File: src/rtl/pixel_pkg.sv
// Shared types and constants for the pixel frame sequencer.
package pixel_pkg;

  localparam int unsigned PIXEL_BITS = 8;
  localparam int unsigned TIMER_BITS = 16;

  // Default frame timing, in clock cycles.
  localparam int unsigned DEF_ERASE_CYCLES  = 4;
  localparam int unsigned DEF_SETTLE_CYCLES = 2;
  localparam int unsigned DEF_CONV_TIMEOUT  = 300;

  typedef enum logic [2:0] {
    StIdle,
    StErase,
    StExpose,
    StAdcRst,
    StConvert,
    StSettle,
    StOutput
  } frame_state_t;

  // A zero exposure request still exposes for one cycle.
  function automatic logic [TIMER_BITS-1:0] clamp_exp(input logic [TIMER_BITS-1:0] t);
    return (t == '0) ? TIMER_BITS'(1) : t;
  endfunction

endpackage

File: src/rtl/pixel_frame_controller_if.sv
// Camera-control, pixel-array and ADC signals of the frame sequencer.
interface pixel_frame_controller_if #(
  parameter int unsigned NUM_ROWS = 2,
  parameter int unsigned NUM_COLS = 2
);
  import pixel_pkg::*;

  localparam int unsigned ROW_IDX_W = (NUM_ROWS > 1) ? $clog2(NUM_ROWS) : 1;

  logic                           start;
  logic                           abort;
  logic [TIMER_BITS-1:0]          exp_time;
  logic                           adc_finished;
  logic                           adc_enable;
  logic                           adc_reset;
  logic                           erase;
  logic                           expose;
  logic [NUM_ROWS-1:0]            row_sel;
  logic [NUM_COLS*PIXEL_BITS-1:0] pixel_data;
  logic [NUM_COLS*PIXEL_BITS-1:0] data_out;
  logic                           data_valid;
  logic                           data_ready;
  logic [ROW_IDX_W-1:0]           row_idx;
  logic                           busy;
  logic                           frame_done;
  logic                           conv_error;

  // Sequencer side.
  modport master (
    input  start, abort, exp_time, adc_finished, pixel_data, data_ready,
    output adc_enable, adc_reset, erase, expose, row_sel, data_out, data_valid, row_idx,
           busy, frame_done, conv_error
  );

  // Camera control / array / ADC side.
  modport slave (
    output start, abort, exp_time, adc_finished, pixel_data, data_ready,
    input  adc_enable, adc_reset, erase, expose, row_sel, data_out, data_valid, row_idx,
           busy, frame_done, conv_error
  );

endinterface

File: src/rtl/cycle_timer.sv
// Loadable down-counter; done marks the last cycle of the loaded interval.
module cycle_timer #(
  parameter int unsigned WIDTH = 16
) (
  input  logic             clk,
  input  logic             reset,
  input  logic             load,
  input  logic [WIDTH-1:0] load_val,
  output logic             done
);

  logic [WIDTH-1:0] count_q;

  // Load wins; otherwise count down and rest at zero.
  always_ff @(posedge clk or posedge reset) begin
    if (reset) begin
      count_q <= '0;
    end else if (load) begin
      count_q <= load_val;
    end else if (count_q != '0) begin
      count_q <= count_q - WIDTH'(1);
    end
  end

  assign done = (count_q == WIDTH'(1));

endmodule

File: src/rtl/pixel_frame_controller.sv
// Frame sequencer: erase, expose, ramp ADC conversion, then row-by-row readout.
module pixel_frame_controller
  import pixel_pkg::*;
#(
  parameter int unsigned NUM_ROWS      = 2,
  parameter int unsigned NUM_COLS      = 2,
  parameter int unsigned ERASE_CYCLES  = DEF_ERASE_CYCLES,
  parameter int unsigned SETTLE_CYCLES = DEF_SETTLE_CYCLES,
  parameter int unsigned CONV_TIMEOUT  = DEF_CONV_TIMEOUT
) (
  input logic                      clk,
  input logic                      reset,
  pixel_frame_controller_if.master bus
);

  localparam int unsigned ROW_W  = (NUM_ROWS > 1) ? $clog2(NUM_ROWS) : 1;
  localparam int unsigned DATA_W = NUM_COLS * PIXEL_BITS;

  localparam logic [ROW_W-1:0]      LAST_ROW    = ROW_W'(NUM_ROWS - 1);
  localparam logic [TIMER_BITS-1:0] ERASE_LOAD  = TIMER_BITS'(ERASE_CYCLES);
  localparam logic [TIMER_BITS-1:0] SETTLE_LOAD = TIMER_BITS'(SETTLE_CYCLES);
  localparam logic [TIMER_BITS-1:0] CONV_LOAD   = TIMER_BITS'(CONV_TIMEOUT);

  frame_state_t          state_q;
  logic [TIMER_BITS-1:0] exp_q;
  logic [ROW_W-1:0]      row_q;
  logic [NUM_ROWS-1:0]   row_sel_q;
  logic [DATA_W-1:0]     data_q;
  logic [ROW_W-1:0]      row_idx_q;
  logic erase_q, expose_q, adc_reset_q, adc_enable_q;
  logic data_valid_q, frame_done_q, conv_error_q;

  logic                  timer_load;
  logic [TIMER_BITS-1:0] timer_val;
  logic                  timer_done;
  logic                  last_row;

  assign last_row = (row_q == LAST_ROW);

  // One shared timer: load it on every edge that enters a timed interval.
  always_comb begin
    timer_load = 1'b0;
    timer_val  = '0;
    unique case (state_q)
      StIdle: begin
        if (bus.start && !frame_done_q) begin
          timer_load = 1'b1;
          timer_val  = ERASE_LOAD;
        end
      end
      StErase: begin
        if (timer_done) begin
          timer_load = 1'b1;
          timer_val  = exp_q;
        end
      end
      StAdcRst: begin
        timer_load = 1'b1;
        timer_val  = CONV_LOAD;
      end
      StConvert: begin
        if (bus.adc_finished) begin
          timer_load = 1'b1;
          timer_val  = SETTLE_LOAD;
        end
      end
      StOutput: begin
        if (data_valid_q && bus.data_ready && !last_row) begin
          timer_load = 1'b1;
          timer_val  = SETTLE_LOAD;
        end
      end
      default: ;
    endcase
  end

  cycle_timer #(
    .WIDTH (TIMER_BITS)
  ) u_timer (
    .clk      (clk),
    .reset    (reset),
    .load     (timer_load),
    .load_val (timer_val),
    .done     (timer_done)
  );

  // Frame state machine with registered outputs; abort overrides all but IDLE.
  always_ff @(posedge clk or posedge reset) begin
    if (reset) begin
      state_q      <= StIdle;
      exp_q        <= '0;
      row_q        <= '0;
      row_sel_q    <= '0;
      data_q       <= '0;
      row_idx_q    <= '0;
      erase_q      <= 1'b0;
      expose_q     <= 1'b0;
      adc_reset_q  <= 1'b0;
      adc_enable_q <= 1'b0;
      data_valid_q <= 1'b0;
      frame_done_q <= 1'b0;
      conv_error_q <= 1'b0;
    end else begin
      frame_done_q <= 1'b0;
      if (bus.abort && (state_q != StIdle)) begin
        state_q      <= StIdle;
        row_q        <= '0;
        row_sel_q    <= '0;
        erase_q      <= 1'b0;
        expose_q     <= 1'b0;
        adc_reset_q  <= 1'b0;
        adc_enable_q <= 1'b0;
        data_valid_q <= 1'b0;
      end else begin
        unique case (state_q)
          StIdle: begin
            // Ignore start during the frame_done cycle.
            if (bus.start && !frame_done_q) begin
              exp_q        <= clamp_exp(bus.exp_time);
              conv_error_q <= 1'b0;
              erase_q      <= 1'b1;
              state_q      <= StErase;
            end
          end
          StErase: begin
            if (timer_done) begin
              erase_q  <= 1'b0;
              expose_q <= 1'b1;
              state_q  <= StExpose;
            end
          end
          StExpose: begin
            if (timer_done) begin
              expose_q    <= 1'b0;
              adc_reset_q <= 1'b1;
              state_q     <= StAdcRst;
            end
          end
          StAdcRst: begin
            adc_reset_q  <= 1'b0;
            adc_enable_q <= 1'b1;
            state_q      <= StConvert;
          end
          StConvert: begin
            if (bus.adc_finished) begin
              adc_enable_q <= 1'b0;
              row_q        <= '0;
              row_sel_q    <= NUM_ROWS'(1);
              state_q      <= StSettle;
            end else if (timer_done) begin
              adc_enable_q <= 1'b0;
              conv_error_q <= 1'b1;
              state_q      <= StIdle;
            end
          end
          StSettle: begin
            if (timer_done) begin
              data_q       <= bus.pixel_data;
              row_idx_q    <= row_q;
              data_valid_q <= 1'b1;
              state_q      <= StOutput;
            end
          end
          StOutput: begin
            if (data_valid_q && bus.data_ready) begin
              data_valid_q <= 1'b0;
              if (last_row) begin
                row_q        <= '0;
                row_sel_q    <= '0;
                frame_done_q <= 1'b1;
                state_q      <= StIdle;
              end else begin
                row_q     <= row_q + ROW_W'(1);
                row_sel_q <= row_sel_q << 1;
                state_q   <= StSettle;
              end
            end
          end
          default: state_q <= StIdle;
        endcase
      end
    end
  end

  assign bus.adc_enable = adc_enable_q;
  assign bus.adc_reset  = adc_reset_q;
  assign bus.erase      = erase_q;
  assign bus.expose     = expose_q;
  assign bus.row_sel    = row_sel_q;
  assign bus.data_out   = data_q;
  assign bus.data_valid = data_valid_q;
  assign bus.row_idx    = row_idx_q;
  assign bus.busy       = (state_q != StIdle);
  assign bus.frame_done = frame_done_q;
  assign bus.conv_error = conv_error_q;

endmodule

File: src/flat_wrapper.sv
// flat-port wrapper written by rule: the top's interface ports become plain ports
module pixel_frame_controller_flat import pixel_pkg::*;
#(
  parameter int unsigned NUM_ROWS      = 2,
  parameter int unsigned NUM_COLS      = 2,
  parameter int unsigned ERASE_CYCLES  = DEF_ERASE_CYCLES,
  parameter int unsigned SETTLE_CYCLES = DEF_SETTLE_CYCLES,
  parameter int unsigned CONV_TIMEOUT  = DEF_CONV_TIMEOUT
)
  (clk, reset, bus_start, bus_abort, bus_exp_time, bus_adc_finished, bus_pixel_data, bus_data_ready, bus_adc_enable, bus_adc_reset, bus_erase, bus_expose, bus_row_sel, bus_data_out, bus_data_valid, bus_row_idx, bus_busy, bus_frame_done, bus_conv_error);
  pixel_frame_controller_if #(.NUM_ROWS(NUM_ROWS), .NUM_COLS(NUM_COLS)) bus_i ();
  input logic clk;
  input logic reset;
  input wire logic [$bits(bus_i.start)-1:0] bus_start;
  input wire logic [$bits(bus_i.abort)-1:0] bus_abort;
  input wire logic [$bits(bus_i.exp_time)-1:0] bus_exp_time;
  input wire logic [$bits(bus_i.adc_finished)-1:0] bus_adc_finished;
  input wire logic [$bits(bus_i.pixel_data)-1:0] bus_pixel_data;
  input wire logic [$bits(bus_i.data_ready)-1:0] bus_data_ready;
  output wire logic [$bits(bus_i.adc_enable)-1:0] bus_adc_enable;
  output wire logic [$bits(bus_i.adc_reset)-1:0] bus_adc_reset;
  output wire logic [$bits(bus_i.erase)-1:0] bus_erase;
  output wire logic [$bits(bus_i.expose)-1:0] bus_expose;
  output wire logic [$bits(bus_i.row_sel)-1:0] bus_row_sel;
  output wire logic [$bits(bus_i.data_out)-1:0] bus_data_out;
  output wire logic [$bits(bus_i.data_valid)-1:0] bus_data_valid;
  output wire logic [$bits(bus_i.row_idx)-1:0] bus_row_idx;
  output wire logic [$bits(bus_i.busy)-1:0] bus_busy;
  output wire logic [$bits(bus_i.frame_done)-1:0] bus_frame_done;
  output wire logic [$bits(bus_i.conv_error)-1:0] bus_conv_error;
  assign bus_i.start = bus_start;
  assign bus_i.abort = bus_abort;
  assign bus_i.exp_time = bus_exp_time;
  assign bus_i.adc_finished = bus_adc_finished;
  assign bus_i.pixel_data = bus_pixel_data;
  assign bus_i.data_ready = bus_data_ready;
  assign bus_adc_enable = bus_i.adc_enable;
  assign bus_adc_reset = bus_i.adc_reset;
  assign bus_erase = bus_i.erase;
  assign bus_expose = bus_i.expose;
  assign bus_row_sel = bus_i.row_sel;
  assign bus_data_out = bus_i.data_out;
  assign bus_data_valid = bus_i.data_valid;
  assign bus_row_idx = bus_i.row_idx;
  assign bus_busy = bus_i.busy;
  assign bus_frame_done = bus_i.frame_done;
  assign bus_conv_error = bus_i.conv_error;
  pixel_frame_controller #(.NUM_ROWS(NUM_ROWS), .NUM_COLS(NUM_COLS), .ERASE_CYCLES(ERASE_CYCLES), .SETTLE_CYCLES(SETTLE_CYCLES), .CONV_TIMEOUT(CONV_TIMEOUT)) u_core (.clk(clk), .reset(reset), .bus(bus_i));
endmodule
File: config.mk
export PLATFORM = sky130hd
export DESIGN_NAME = pixel_frame_controller_flat
export DESIGN_NICKNAME = d
export VERILOG_FILES = /design/src/rtl/pixel_pkg.sv /design/src/rtl/pixel_frame_controller_if.sv /design/src/rtl/cycle_timer.sv /design/src/rtl/pixel_frame_controller.sv /design/src/flat_wrapper.sv
export SDC_FILE = /design/constraint.sdc
export NUM_CORES = 1
export LEC_CHECK = 0
export CAP_MARGIN = 20
export CORE_UTILIZATION = 40
export DETAILED_ROUTE_END_ITERATION = 10
export GPL_TIMING_DRIVEN = 0
export PLACE_DENSITY = 0.63
export SLEW_MARGIN = 40
export SYNTH_ARGS = -nofsm -noshare
export SYNTH_HDL_FRONTEND = slang
export SYNTH_SLANG_ARGS = --single-unit
File: constraint.sdc
create_clock -name clk -period 3.6 [get_ports clk]
set_input_delay 0.36 -clock clk [delete_from_list [all_inputs] [get_ports clk]]
set_output_delay 0.36 -clock clk [all_outputs]
set_load 0.01 [all_outputs]
==> summary.txt, run 1 <==
Floorplan
  – IO Count: 65
  – Initial Util: 41.2%
  – Row Count: 32
  – Die Width: 91.2 µm
  – Die height: 91.2 µm
  – Core box area: 0.00773 mm²
  – Die area: 0.00832 mm²

Timing
  – Fin. max-slew vios: 0
  – Final setup violating endpoints: 0
  – Tightest Pin Transition: 0.751 ns
  – Slew HR: 49.5%
  – Fmax: 0.353 GHz
  – Final critical-path share of the clock period: 78.8%
  – Final hold vios: 0
  – Total negative slack for setup checks: 0 ns
  – RSZ-0062 raised after global routing: no
  – Setup Skew: 0.00742 ns
  – Post-layout min period: 2.84 ns
  – Final hold slack: 0.338 ns

Logic synthesis
  – Compound-Gate Fraction of Synth Area: 10.9%
  – Cell with the most instances after synthesis: dfrtp_1
  – Top post-synthesis cells by count: dfrtp_1, nand2_1, mux2_2, nor2_1, o21ai_0
  – Largest cells by area after synthesis: dfrtp_1, mux2_2, mux2_4, nand2_1, o21ai_0
  – Xor/xnor share of the synthesized area: 3.85%
  – Most common flop cell mapped by yosys: dfrtp_1
  – Largest family of logic cells by synthesized area: simple AND/OR/NAND/NOR gates
  – Yosys reg bits: 62
  – Post-Syn Nets: 337
  – Cell taking the most area after synthesis: dfrtp_1
  – Simple-gate portion of the synthesized area: between 10% and 20%
  – Share of flip-flops with an asynchronous set or reset: 100%
  – Post-synthesis instance area: 0.00318 mm²
  – Avg Cell Area, Syn: between 10 and 15 µm²
  – Post-synth EDFFs: 0
  – Synth Area in Adders: less than 1%
  – Cells after Synth: between 200 and 300
  – YS warnings: 0
  – Seq/Total Area, Yosys: 48.7%
  – Area share of the largest cell type after synthesis: around half
  – Synth cell types: 52
  – Post-synthesis mux area share: around 13%

Routing
  – DR vias: around 2500
  – Met3 wire length: 339 µm
  – 1st-iter DRT viols: between 100 and 150
  – DR pass1 iterations: 8
  – DRC errors left: 1
  – ANT nets after route: 0
  – WL met1: 3.46 mm
  – Routed wire length per instance: 15.0 µm
  – Routed met2 length: 3.27 mm
  – Post-Route WL: 7.19 mm
  – Via density per instance: 5.31
  – Uppermost routed layer: met4

Layout
  – Area Overhead vs Synth: 30.7%
  – Fill count: 686
  – # diodes: 0
  – Share of cells above drive strength 1: 15.6%
  – Final instance area: 0.00416 mm²
  – Non-filler instance count after layout: 479
  – Final Util: 53.9%
  – Nets: 412

Setup path
  – Origin of the worst setup path: u_core.u_timer.count_q[6]
  – Critical Path Sink Type: register
  – Reg2Reg Depth: 7
  – Worst EP required: 3.82 ns
  – Worst Setup Path Type: register to register
  – Slowest cell delay on critical path: about 0.53 ns
  – Slowest cell on the critical path: or4_1
  – CP Launch Type: register
  – CP Cell Sequence: or4_1, clkbuf_1, nor4_4, or3b_1, buf_6, buf_12, mux2_4
  – Largest delay contributor family on the critical path: simple AND/OR/NAND/NOR gates
  – Reg2reg start: u_core.u_timer.count_q[6]
  – Reg-to-Reg End: u_core.bus.row_idx
  – CP arrival: 3.05 ns
  – Reg2Reg Setup Slack: 0.76 ns
  – Critical path buffers and inverters: 3
  – CP max FO: 10

Placement
  – DP HPWL: 5.36 mm
  – PortBufs: 63
  – Cell count after placement: 463
  – GPL Wtd Cong: 0.870
  – Post-place instance area: 0.00398 mm²

Power
  – Switching pwr: ~0.93 mW
  – Reg power frac: 41.2%
  – Power Internal: 1.63 mW
  – Peak supply drop: 0.258 mV
  – Pwr dens: 617 mW/mm²
  – Combinational power share: a little under two fifths
  – Leak Pwr: 1.76 nW
  – Clk pwr share: 20.9%
  – Switch share: a little over a third

Global route
  – GRT Util Overall: 19.1%
  – Initial antenna violation count: 0
  – Largest net degree at the start of global routing: 39
  – Vias in the first global route: 2484
  – First-pass GRT wire length: 12.5 mm
  – Global route overflow: 0

Job
  – Max Cap Violations: 0

Hold path
  – Worst hold path type: input port to asynchronous set/reset pin

Clocking
  – Clock Sinks: 62
  – Clock latency on the worst-skew pair: between 0.3 and 0.4 ns
  – Post_cts resized: 0
  – Root buf cell: clkbuf_8
  – Total CTS buffers: 9
  – Post-CTS Setup Inserts: 0
  – TritonCTS clock tree: yes
  – Htree depth: 3
  – Clock-pin slew on the worst setup and hold paths: ~0.070 ns
  – Hold buffers post-CTS: 0
  – CTS max path bufs: 2

Run status
  – Status: finished, violations left
  – Failing checks: DRC
## metal layers
metal,vias up,GRT usage (%)
met4,0,8.73
met3,12,4.10
met2,70,28.2
met5,-,0
met1,1235,27.0
li1,1228,-
## per-stage QoR
stage	setup slack [ns]	power [mW]
2_1_floorplan	1.04	1.73
3_3_place_gp	0.521	2.00
3_5_place_dp	0.775	2.04
4_1_cts	0.757	2.59
5_1_grt	0.611	2.76
6_report	0.764	2.57
## final cells by class
| class | count | area, µm² | area share, % |
|---|---|---|---|
| Clock inverter | 5 | 35.0 | 0.842 |
| Tap cell | 102 | 128 | 3.07 |
| Inverter | 6 | 25.0 | 0.601 |
| Timing Repair Buffer | 64 | 651 | 15.6 |
| Buffer | 14 | 83.8 | 2.01 |
| Sequential cell | 62 | 1550 | 37.3 |
| Multi-Input combinational cell | 215 | 1550 | 37.2 |
| Clock buffer | 11 | 141 | 3.40 |
## state kept, by name, summed over array words and instances, names as in the netlist
signal / cells
u_core.bus.data_out: 16
u_core.exp_q: 16
u_core.u_timer.count_q: 16
u_core.state_q: 3
u_core.bus.row_sel: 2
u_core.bus.adc_enable: 1
u_core.bus.adc_reset: 1
u_core.bus.conv_error: 1
u_core.bus.data_valid: 1
u_core.bus.erase: 1
u_core.bus.expose: 1
u_core.bus.frame_done: 1
u_core.bus.row_idx: 1
u_core.last_row: 1
## logic make-up after synthesis
family,Yosys count
AO/OA/AOI/OAI,53
XOR/XNOR,14
adder cells (fa/ha/maj),2
buffers and inverters,20
flip-flops,62
multiplexers,33
AND/OR/NAND/NOR,113
## worst max-delay path by stage
stage	endpoint	slack, ns	cells after the start
after detailed placement	u_core.bus.data_out[2]	0.77	7
after global routing	u_core.bus.row_idx	0.61	7
final	u_core.bus.row_idx	0.76	7
after floorplan	u_core.bus.data_out[0]	1.04	7
after global placement	u_core.bus.conv_error	0.52	2
after CTS	u_core.bus.row_idx	0.76	7
## power by group through the flow
stage          clock network [mW]  registers (mW)  logic [mW]
2_1_floorplan                   0            1.02       0.704
3_5_place_dp                    0            1.07       0.972
6_report                    0.538            1.06       0.973
3_3_place_gp                    0            1.06       0.939
4_1_cts                     0.559            1.05       0.977
5_1_grt                     0.591            1.09        1.08
## cells in the final DEF, fill, tap and decap left out, types with 2 or more instances in the layout
cell type | Yosys | routed
xor2_1 | 6 | 6
clkinv_4 | 0 | 2
or4_1 | 3 | 3
a21o_1 | 3 | 3
buf_6 | 2 | 2
inv_1 | 6 | 5
clkbuf_8 | 0 | 10
o22ai_1 | 3 | 3
a21oi_1 | 9 | 9
clkinv_2 | 0 | 2
nor4_1 | 9 | 9
o21ai_0 | 16 | 16
nand3_1 | 8 | 8
buf_12 | 1 | 2
a211oi_1 | 2 | 2
mux2_4 | 9 | 9
nor2b_1 | 8 | 8
nand4_1 | 3 | 3
nor3_1 | 9 | 8
o31ai_1 | 2 | 2
clkbuf_1 | 11 | 12
a32o_1 | 2 | 2
nand3b_1 | 4 | 4
dfrtp_1 | 62 | 62
ha_1 | 2 | 2
mux2_2 | 24 | 24
or3_1 | 5 | 5
a21boi_0 | 2 | 2
xnor2_1 | 8 | 8
o21bai_1 | 2 | 2
nand2b_1 | 8 | 8
nor2_1 | 16 | 16
o211ai_1 | 2 | 2
clkdlybuf4s50_1 | 0 | 63
nand2_1 | 28 | 28
and2_1 | 2 | 2
No activity file was read; power rests on OpenSTA's default activity.
==> run 2, diff against run 1 <==
--- a/config.mk
+++ b/config.mk
@@ -9,7 +9,7 @@
 export CORE_UTILIZATION = 40
 export DETAILED_ROUTE_END_ITERATION = 10
 export GPL_TIMING_DRIVEN = 0
-export PLACE_DENSITY = 0.63
+export PLACE_DENSITY = 0.65
 export SLEW_MARGIN = 40
 export SYNTH_ARGS = -nofsm -noshare
 export SYNTH_HDL_FRONTEND = slang
==> constraint.sdc (replaced) <==
create_clock -name clk -period 2.5 [get_ports clk]
set_input_delay 0.25 -clock clk [delete_from_list [all_inputs] [get_ports clk]]
set_output_delay 0.25 -clock clk [all_outputs]
set_load 0.01 [all_outputs]
==> run 2 against run 1 <==
  * The flow still finishes with violations (DRC)
  * Maximum frequency rose by 16%
  * Register-to-register slack got worse by 0.72 ns
  * Utilization rose by 1.4 points
  * Clock skew fell by 0.0022 ns
  * Combinational power rose by 56%
  * Critical path depth did not move
  * Worst hold slack got worse by 0.10 ns
  * Critical endpoint is now u_core.state_q[0]
==> summary.txt, run 2 (synthesized netlist as in run 1, its figures left out) <==
Run status
  – Failing checks: DRC
  – Status: finished, violations left

Timing
  – Fin. max-slew vios: 0 (unchanged)
  – Tightest Pin Transition: 0.698 ns (-0.0531 ns)
  – Total negative slack for setup checks: 0 ns (unchanged)
  – Fmax: 0.408 GHz (+16%)
  – Final hold vios: 0 (unchanged)
  – Post-layout min period: 2.45 ns (-0.385 ns)
  – Final critical-path share of the clock period: 98.1% (+19 points)
  – Final setup margin: 0.0484 ns (-0.715 ns)
  – Setup Skew: 0.00520 ns (-0.00222 ns)
  – RSZ-0062 raised after global routing: yes
  – Slew HR: 53.3% (+3.8 points)
  – Final setup violating endpoints: 0 (unchanged)

Global route
  – GRT Util Overall: 19.3% (+0.18 points)
  – Initial antenna violation count: 0 (unchanged)
  – First-pass GRT wire length: 12.7 mm (+1.9%)
  – Largest net degree at the start of global routing: 41 (+5.1%)
  – Vias in the first global route: 2548 (+2.6%)
  – Global route overflow: 0 (unchanged)

Layout
  – Area Overhead vs Synth: 34.0%
  – Nets: 418 (+1.5%)
  – Commonest cells after routing, fill and taps aside: clkdlybuf4s50_1, dfrtp_1, nand2_1, mux2_2
  – # diodes: 0 (unchanged)
  – Most common cell after layout, fill and taps aside: clkdlybuf4s50_1
  – Share of cells above drive strength 1: 18.8% (+3.2 points)

Setup path
  – Most Frequent Cell on Critical Path: a211oi_1
  – CP arrival: 2.66 ns (-0.39 ns)
  – Critical path buffers and inverters: 2 (-1)
  – Worst Setup Path Type: register to register
  – CP Launch Type: register
  – Largest delay contributor family on the critical path: simple AND/OR/NAND/NOR gates
  – Worst EP required: 2.71 ns (-1.11 ns)
  – CP max FO: 9 (-1)
  – Critical Path Sink Type: register
  – Slowest cell delay on critical path: 0.53 ns (about the same)
  – CP Cell Sequence: or4_1, clkbuf_8, nor4_4, buf_4, a211oi_1, a211oi_1, mux2_2
  – Slowest cell on the critical path: or4_1

Clocking
  – CTS max path bufs: 2 (unchanged)
  – Clock Sinks: 62 (unchanged)
  – Root buf cell: clkbuf_8
  – TritonCTS clock tree: yes
  – Clock latency on the worst-skew pair: 0.33 ns (about the same)
  – Clock-pin slew on the worst setup and hold paths: 0.07 ns (about the same)
  – Htree depth: 3 (unchanged)
  – Total CTS buffers: 9 (unchanged)

Routing
  – Post-Route WL: 7.62 mm (+6.0%)
  – Via density per instance: 5.35 (+0.64%)
  – 1st-iter DRT viols: 247 (+78%)
  – DR vias: 2588 (+1.7%)
  – DR pass1 iterations: 9 (+1)
  – DRC errors left: 1 (unchanged)
  – ANT nets after route: 0 (unchanged)
  – Routed wire length per instance: 15.8 µm (+4.9%)

Hold path
  – Worst hold path type: input port to asynchronous set/reset pin

Power
  – Peak supply drop: 0.435 mV (+69%)
  – Leak Pwr: 1.82 nW (+3.3%)
  – Overall Power: 3.96 mW (+54%)
  – Pwr dens: 928 mW/mm² (+50%)

Placement
  – Pre-CTS setup slack: -0.232 ns (-1.01 ns)
  – PortBufs: 63 (unchanged)
  – GPL Wtd Cong: 0.850 (-2.3%)
  – DP HPWL: 5.44 mm (+1.6%)

Floorplan
  – Die height: 91.2 µm (unchanged)
  – Die Width: 91.2 µm (unchanged)
  – Core box area: 0.00773 mm² (unchanged)
  – IO Count: 65 (unchanged)
  – Row Count: 32 (unchanged)
  – Die area: 0.00832 mm² (unchanged)
  – Initial Util: 41.2% (unchanged)

Job
  – Max Cap Violations: 0 (unchanged)
[run 2: cell type report]
type	instances	area (µm²)
Fill cell	661	3460
Multi-Input combinational cell	215	1570
Sequential cell	62	1550
Timing Repair Buffer	71	703
Clock buffer	12	165
Tap cell	102	128
Buffer	13	83.8
Clock inverter	3	42.5
Inverter	6	25.0
[run 2: routing by layer]
metal / part of all wire, % / vias up / track usage (%) / wire length [µm]
met5: 0 / - / 0 / 0
met4: 1.1 / 0 / 6.88 / 84
met3: 4.8 / 8 / 3.43 / 363
met2: 47 / 89 / 30.4 / 3610
met1: 47 / 1255 / 26.8 / 3570
li1: - / 1236 / - / -
[run 2: path summary, 6_finish.rpt]
kind | start | endpoint | slack, ns | cells after the start
worst min register to register | u_core.bus.adc_reset | u_core.bus.adc_reset | 0.47 | 2
min in group clk | u_core.bus.adc_reset | u_core.bus.adc_reset | 0.47 | 2
worst min-delay path | reset | u_core.exp_q[10] | 0.24 | 2
max in group asynchronous | reset | u_core.u_timer.count_q[7] | 1.75 | 3
worst max-delay path | u_core.u_timer.count_q[9] | u_core.state_q[0] | 0.05 | 7
worst max register to register | u_core.u_timer.count_q[9] | u_core.state_q[0] | 0.05 | 7
[run 2: where the power goes]
| group | switching (mW) | leakage [nW] | internal [mW] |
|---|---|---|---|
| Sequential | 0.237 | 0.808 | 1.29 |
| Clock | 0.385 | 0.104 | 0.535 |
| Combinational | 0.760 | 0.904 | 0.756 |
| Total | 1.38 | 1.82 | 2.58 |
[run 2: what timing repair did]
action                     CTS  global route
hold buffers                 0             0
setup buffers                2             5
resized for setup            6             1
setup endpoints to repair   39            15
pin swaps                    1             1
[run 2: metrics by stage]
| stage | util [%] | hold slack, ns | area, µm² | std cells |
|---|---|---|---|---|
| after floorplan | - | 0.399 | 3200 | 297 |
| after global placement | 51.2 | 0.457 | 3960 | 462 |
| after global routing | 55.2 | 0.260 | 4270 | 484 |
| after detailed placement | 51.7 | 0.458 | 4000 | 463 |
| final | 55.2 | 0.236 | 4270 | 484 |
| after CTS | 54.9 | 0.240 | 4240 | 480 |
[run 2: worst reg2reg max path, cell delays in order, from the launching register on]
cell and delay [ns]:
dfrtp_1 0.40, or4_1 0.53, clkbuf_8 0.17, nor4_4 0.30
buf_4 0.22, a211oi_1 0.08, a211oi_1 0.27, mux2_2 0.37
==> run 3, diff against run 2 <==
--- a/config.mk
+++ b/config.mk
@@ -8,8 +8,10 @@
 export CAP_MARGIN = 20
 export CORE_UTILIZATION = 40
 export DETAILED_ROUTE_END_ITERATION = 10
+export DONT_BUFFER_PORTS = 1
 export GPL_TIMING_DRIVEN = 0
-export PLACE_DENSITY = 0.65
+export HOLD_SLACK_MARGIN = 0.12
+export PLACE_DENSITY = 0.54
 export SLEW_MARGIN = 40
 export SYNTH_ARGS = -nofsm -noshare
 export SYNTH_HDL_FRONTEND = slang
==> run 3 against run 2 <==
  * Final area fell by 5.8%
  * Sequential power barely moved
  * Critical path type unchanged
  * The run now ends clean
  * Critical endpoint is now u_core.bus.data_out[4]
  * Count of clock-buffer cells in the layout shrank 2
  * Register-to-register slack improved by 0.03 ns
  * Worst hold slack worse by 0.083 ns
  * Routed wire length is 1.6% lower
  * Largest cell class unchanged
  * Largest power group unchanged
  * Clock skew grew 0.0057 ns
  * Via count decreased by 5.6%
  * First-iteration DRC count down 32%
  * Critical path depth decreased by 2
  * Sequential share of layout area increased by 2.2 points
==> summary.txt, run 3 (synthesized netlist as in run 1, its figures left out) <==
Floorplan
  – Core box area: 0.00773 mm² (unchanged)
  – Die height: 91.2 µm (unchanged)
  – Die area: 0.00832 mm² (unchanged)
  – Initial Util: 41.2% (unchanged)
  – IO Count: 65 (unchanged)
  – Row Count: 32 (unchanged)
  – Die Width: 91.2 µm (unchanged)

Setup path
  – CP Launch Type: register
  – Critical path buffers and inverters: 1 (-1)
  – Worst EP required: 2.73 ns (+0.02 ns)
  – Slowest cell on the critical path: or4_4
  – Largest delay contributor family on the critical path: simple AND/OR/NAND/NOR gates
  – Reg2Reg Setup Slack: 0.08 ns (+0.03 ns)
  – Worst Setup Path Type: register to register
  – Critical Path Sink Type: register
  – CP arrival: 2.65 ns (about the same)
  – Slowest cell delay on critical path: 0.60 ns (+0.07 ns)
  – CP max FO: 5 (-4)
  – CP Cell Sequence: or4_4, nor4_4, or3b_4, clkbuf_16, mux2_4

Hold path
  – Worst hold path type: input port to register

Power
  – Pwr dens: 989 mW/mm² (+6.5%)
  – Leak Pwr: 1.74 nW (-4.5%)
  – Peak supply drop: 0.433 mV (-0.49%)
  – Overall Power: 3.97 mW (+0.36%)

Routing
  – Post-Route WL: 7.50 mm (-1.6%)
  – DRC errors left: 0 (-1)
  – ANT nets after route: 0 (unchanged)
  – 1st-iter DRT viols: 169 (-32%)
  – DR vias: 2443 (-5.6%)
  – Via density per instance: 5.37 (+0.41%)
  – DR pass1 iterations: 5 (-4)
  – Routed wire length per instance: 16.5 µm (+4.6%)

Timing
  – Total negative slack for setup checks: 0 ns (unchanged)
  – Final critical-path share of the clock period: 97.0% (-1.1 points)
  – Final hold slack: 0.153 ns (-0.0831 ns)
  – Fin. max-slew vios: 0 (unchanged)
  – Final setup violating endpoints: 0 (unchanged)
  – Final hold vios: 0 (unchanged)
  – RSZ-0062 raised after global routing: no
  – Fmax: 0.412 GHz (+1.1%)
  – Slew HR: 50.3% (-3.0 points)
  – Tightest Pin Transition: 0.744 ns (+0.0453 ns)
  – Setup Skew: 0.0109 ns (+0.00574 ns)
  – Post-layout min period: 2.42 ns (-0.0268 ns)

Clocking
  – TritonCTS clock tree: yes
  – Clock Sinks: 62 (unchanged)
  – CTS max path bufs: 2 (unchanged)
  – Clock-pin slew on the worst setup and hold paths: 0.08 ns (about the same)
  – Root buf cell: clkbuf_8
  – Clock latency on the worst-skew pair: 0.35 ns (+0.02 ns)
  – Total CTS buffers: 9 (unchanged)
  – Htree depth: 3 (unchanged)

Layout
  – Most common cell after layout, fill and taps aside: dfrtp_1
  – Non-filler instance count after layout: 455 (-6.0%)
  – # diodes: 0 (unchanged)
  – Area Overhead vs Synth: 26.2%
  – Share of cells above drive strength 1: 22.4% (+3.5 points)
  – Nets: 388 (-7.2%)
  – Register Area: 0.00155 mm² (unchanged)
  – Multi-input logic area: 0.00159 mm² (+1.4%)
  – Commonest cells after routing, fill and taps aside: dfrtp_1, dlygate4sd3_1, nand2_1, mux2_2
  – Fill count: 683 (+3.3%)

Placement
  – PortBufs: 0 (-100%)
  – GPL Wtd Cong: 0.807 (-5.0%)
  – DP HPWL: 5.15 mm (-5.4%)
  – Cell count after placement: 400 (-14%)

Global route
  – GRT Util Overall: 19.8% (+0.47 points)
  – Initial antenna violation count: 0 (unchanged)
  – First-pass GRT wire length: 12.9 mm (+1.4%)
  – Largest net degree at the start of global routing: 42 (+2.4%)
  – Vias in the first global route: 2576 (+1.1%)
  – Global route overflow: 0 (unchanged)

Run status
  – Status: finished clean

Job
  – Max Cap Violations: 0 (unchanged)
## run 3: cell count changes in the layout (fill, tap and decap cells not counted), sizes merged
cell	previous run	this run
dlygate4sd3	0	32
clkinv	1	0
clkbuf	23	21
clkinvlp	1	2
clkdlybuf4s50	63	0
buf	10	11
inv	6	8
bufinv	1	2
## run 3: where the power goes
part / internal [mW] / switching (mW)
clock: 0.596 / 0.441
sequential: 1.28 / 0.257
combinational: 0.675 / 0.722
## run 3: through the flow
stage / instance area (µm²) / setup WS, ns / utilization (%)
after floorplan: 3200 / -0.00698 / -
after global placement: 3330 / -0.422 / 43.1
after detailed placement: 3370 / -0.283 / 43.6
after CTS: 3950 / 0.0111 / 51.1
after global routing: 4020 / 0.0237 / 52.0
final: 4020 / 0.0752 / 52.0
## run 3: final cells by class
type	count	share of cell area (%)
buffer	12	1.74
sequential	62	38.7
tap	102	3.17
multi-input combinational	215	39.5
timing repair buffer	42	10.6
inverter	6	0.622
clock buffer	10	3.42
clock inverter	6	2.30
## run 3: what timing repair did
| item | in CTS | in global routing |
|---|---|---|
| hold buffers | 32 | 0 |
| setup buffers | 2 | 6 |
| pin swaps | 1 | 1 |
| endpoints found under the setup margin | 40 | 22 |
| hold endpoints to repair | 93 | 0 |
| cloned | 0 | 1 |
| resized for setup | 5 | 8 |
## run 3: path summary, 6_finish.rpt
path,start,to,cells after the start
setup / recovery,u_core.u_timer.count_q[9],u_core.bus.data_out[4],5
hold / removal,bus_exp_time[0],u_core.exp_q[0],2
setup reg to reg,u_core.u_timer.count_q[9],u_core.bus.data_out[4],5
hold reg to reg,u_core.exp_q[12],u_core.u_timer.count_q[12],2
max in group asynchronous,reset,u_core.u_timer.count_q[10],3
min in group asynchronous,reset,u_core.bus.data_out[13],2
## run 3: metal layers
layer / vias to the layer above / GRT usage (%) / wire length [µm] / part of all wire [%]
met4: 0 / 8.47 / 132 / 1.8
li1: 1181 / - / - / -
met5: - / 0 / 0 / 0
met2: 83 / 28.7 / 3260 / 43
met3: 11 / 4.44 / 435 / 5.8
met1: 1168 / 28.4 / 3670 / 49
==> RTL edit, RTL diff (settings of run 2) <==
Set the package constant `TIMER_BITS` to 20 (it was 16).
--- a/src/rtl/pixel_pkg.sv
+++ b/src/rtl/pixel_pkg.sv
@@ -2,7 +2,7 @@
 package pixel_pkg;
 
   localparam int unsigned PIXEL_BITS = 8;
-  localparam int unsigned TIMER_BITS = 16;
+  localparam int unsigned TIMER_BITS = 20;
 
   // Default frame timing, in clock cycles.
   localparam int unsigned DEF_ERASE_CYCLES  = 4;
Ports: changed (resized bus_exp_time); port bits go from 65 to 69. The function was not compared with the original's and may differ.
==> RTL edit against run 2 <==
Count of clock-buffer cells in the layout decreased by 3. Global-route usage shrank 0.54 points. Sequential share of layout area rose by 1.7 points. Synthesized cell count grew 0.34%. Total power grew 10%. Worst setup slack improved by 26 ps. First-iteration DRC count shrank 59%. Critical path depth is 2 higher. Clock skew grew 3.0 ps. Core utilization grew 0.099 points. Final area up 7.6%. Sequential cell count increased by 8. Highest routed layer unchanged. Wire length grew 6.5%. Synthesized area grew 9.3%.
==> RTL edit: results (changes against run 2) <==
* Status: finished clean
* Crit-path slowest cell: dfrtp_1
* Placer Congestion at 0.865 (+1.7%)
* First-pass GRT wire length at 13000 um (+2.1%)
* DP HPWL at 5870 um (+7.8%)
* Xor and xnor fraction of the mapped netlist area at 0.0428 (+0.00427)
* Pre-Repair DR Iteration Count at 5 (-4)
* Vias in the first global route at 2646 (+3.8%)
* Worst reg2reg path depth at 9 (+2)
* R2r endpoint: u_core.bus.data_out[4]$_DFFE_PP0P_
* Iter 0 DRT Violations at 102 (-59%)
* Met1 usage at 0.253 (-0.0154)
* Max IR drop VDD at 0.000602 V (+38%)
* Global Route met3 Usage at 0.0351 (+0.000749)
* Post-synthesis mux area share at 0.133 (+0.00605)
* Leakage at 1.98 nW (+9.0%)
* Maximum fanout along the worst path at 10 (+1)
* Internal power at 2.83 mW (+9.8%)
* Final #Nets at 424 (+1.4%)
* Post-Synth Adder-Cell Area at 0.00719 (-0.000669)
* Share of layout cells above drive strength 1 at 0.195 (+0.00632)
* Pin count of the biggest net entering global routing at 55 (+34%)
* Routed vias at 2759 (+6.6%)
* Synth unique cells at 59 (+13%)
* Post-synth top cells: dfrtp_1 (70), mux2_2 (27), nor2_1 (18)
* Max frequency at 412 MHz (+1.1%)
* Worst path max stage delay at 420 ps (-110 ps)
* Setup Skew at 8.17 ps (+2.97 ps)
[RTL edit: cell types whose count changed after synthesis, moves of 5 or more]
cell,change
nand2_1,-16
nor2b_1,-6
dfrtp_1,+8
o21ai_0,-5
nand2b_1,-5
a22o_1,+8
[RTL edit: stage by stage]
step	cells	area (um2)	TNS, ps
floorplan	298	3480	0
global placement	471	4290	-52460
detailed placement	472	4330	-695
CTS	488	4560	0
global route	490	4590	0
finish	490	4590	0
[RTL edit: routing by layer]
| metal | part of all wire | routed length, um | up-vias |
|---|---|---|---|
| met4 | 0.0054 | 44 | 0 |
| met1 | 0.46 | 3750 | 1349 |
| met3 | 0.066 | 533 | 6 |
| li1 | - | - | 1297 |
| met2 | 0.47 | 3800 | 107 |
| met5 | 0 | 0 | - |
[RTL edit: cells by family after synthesis]
kind of cell,Yosys count
AOI/OAI and AO/OA,62
xor gates and xnor gates,17
adders and majority gates,2
buffers and inverters,22
DFF,70
muxes,38
and+or+nand+nor,87
[RTL edit: power groups by stage]
stage | sequential (mW) | combinational, mW | clock [mW]
6_report | 1.74 | 1.58 | 1.05
5_1_grt | 1.79 | 1.75 | 1.11
4_1_cts | 1.73 | 1.53 | 1.07
3_5_place_dp | 1.74 | 1.51 | 0
3_3_place_gp | 1.73 | 1.47 | 0
2_1_floorplan | 1.68 | 1.12 | 0
[RTL edit: worst max-delay path, delay by kind of cell, from the launching register on]
family                   cells  cell delay [ps]
flip-flops                   1              420
adder cells (fa/ha/maj)      1              160
multiplexers                 1              300
buffers and inverters        3              410
AND/OR/NAND/NOR              4             1010
[RTL edit: worst max-delay path by stage]
stage                                           startpoint                                    end  cells after the start
finish               u_core.u_timer.count_q[1]$_DFFE_PP0P_     u_core.bus.data_out[4]$_DFFE_PP0P_                      9
global route         u_core.u_timer.count_q[1]$_DFFE_PP0P_     u_core.bus.data_out[1]$_DFFE_PP0P_                      9
CTS                  u_core.u_timer.count_q[8]$_DFFE_PP0P_     u_core.bus.data_out[4]$_DFFE_PP0P_                      7
detailed placement   u_core.u_timer.count_q[0]$_DFFE_PP0P_  u_core.u_timer.count_q[1]$_DFFE_PP0P_                      7
global placement                                     reset       u_core.bus.adc_reset$_DFFE_PP0P_                      2
floorplan           u_core.u_timer.count_q[16]$_DFFE_PP0P_     u_core.bus.data_out[0]$_DFFE_PP0P_                      7
[RTL edit: layout make-up]
type,instances,area share
Clock inverter,7,0.0223
Clock buffer,9,0.0270
Multi-Input combinational cell,206,0.357
Inverter,10,0.00926
Sequential cell,70,0.381
Timing Repair Buffer,71,0.157
Buffer,12,0.0163
Tap cell,105,0.0286
[RTL edit: what timing repair did]
item	CTS	global route
resized for setup	1	2
pin swaps	0	1
buffers inserted	0	2
cloned	0	0
endpoints found under the setup margin	15	15
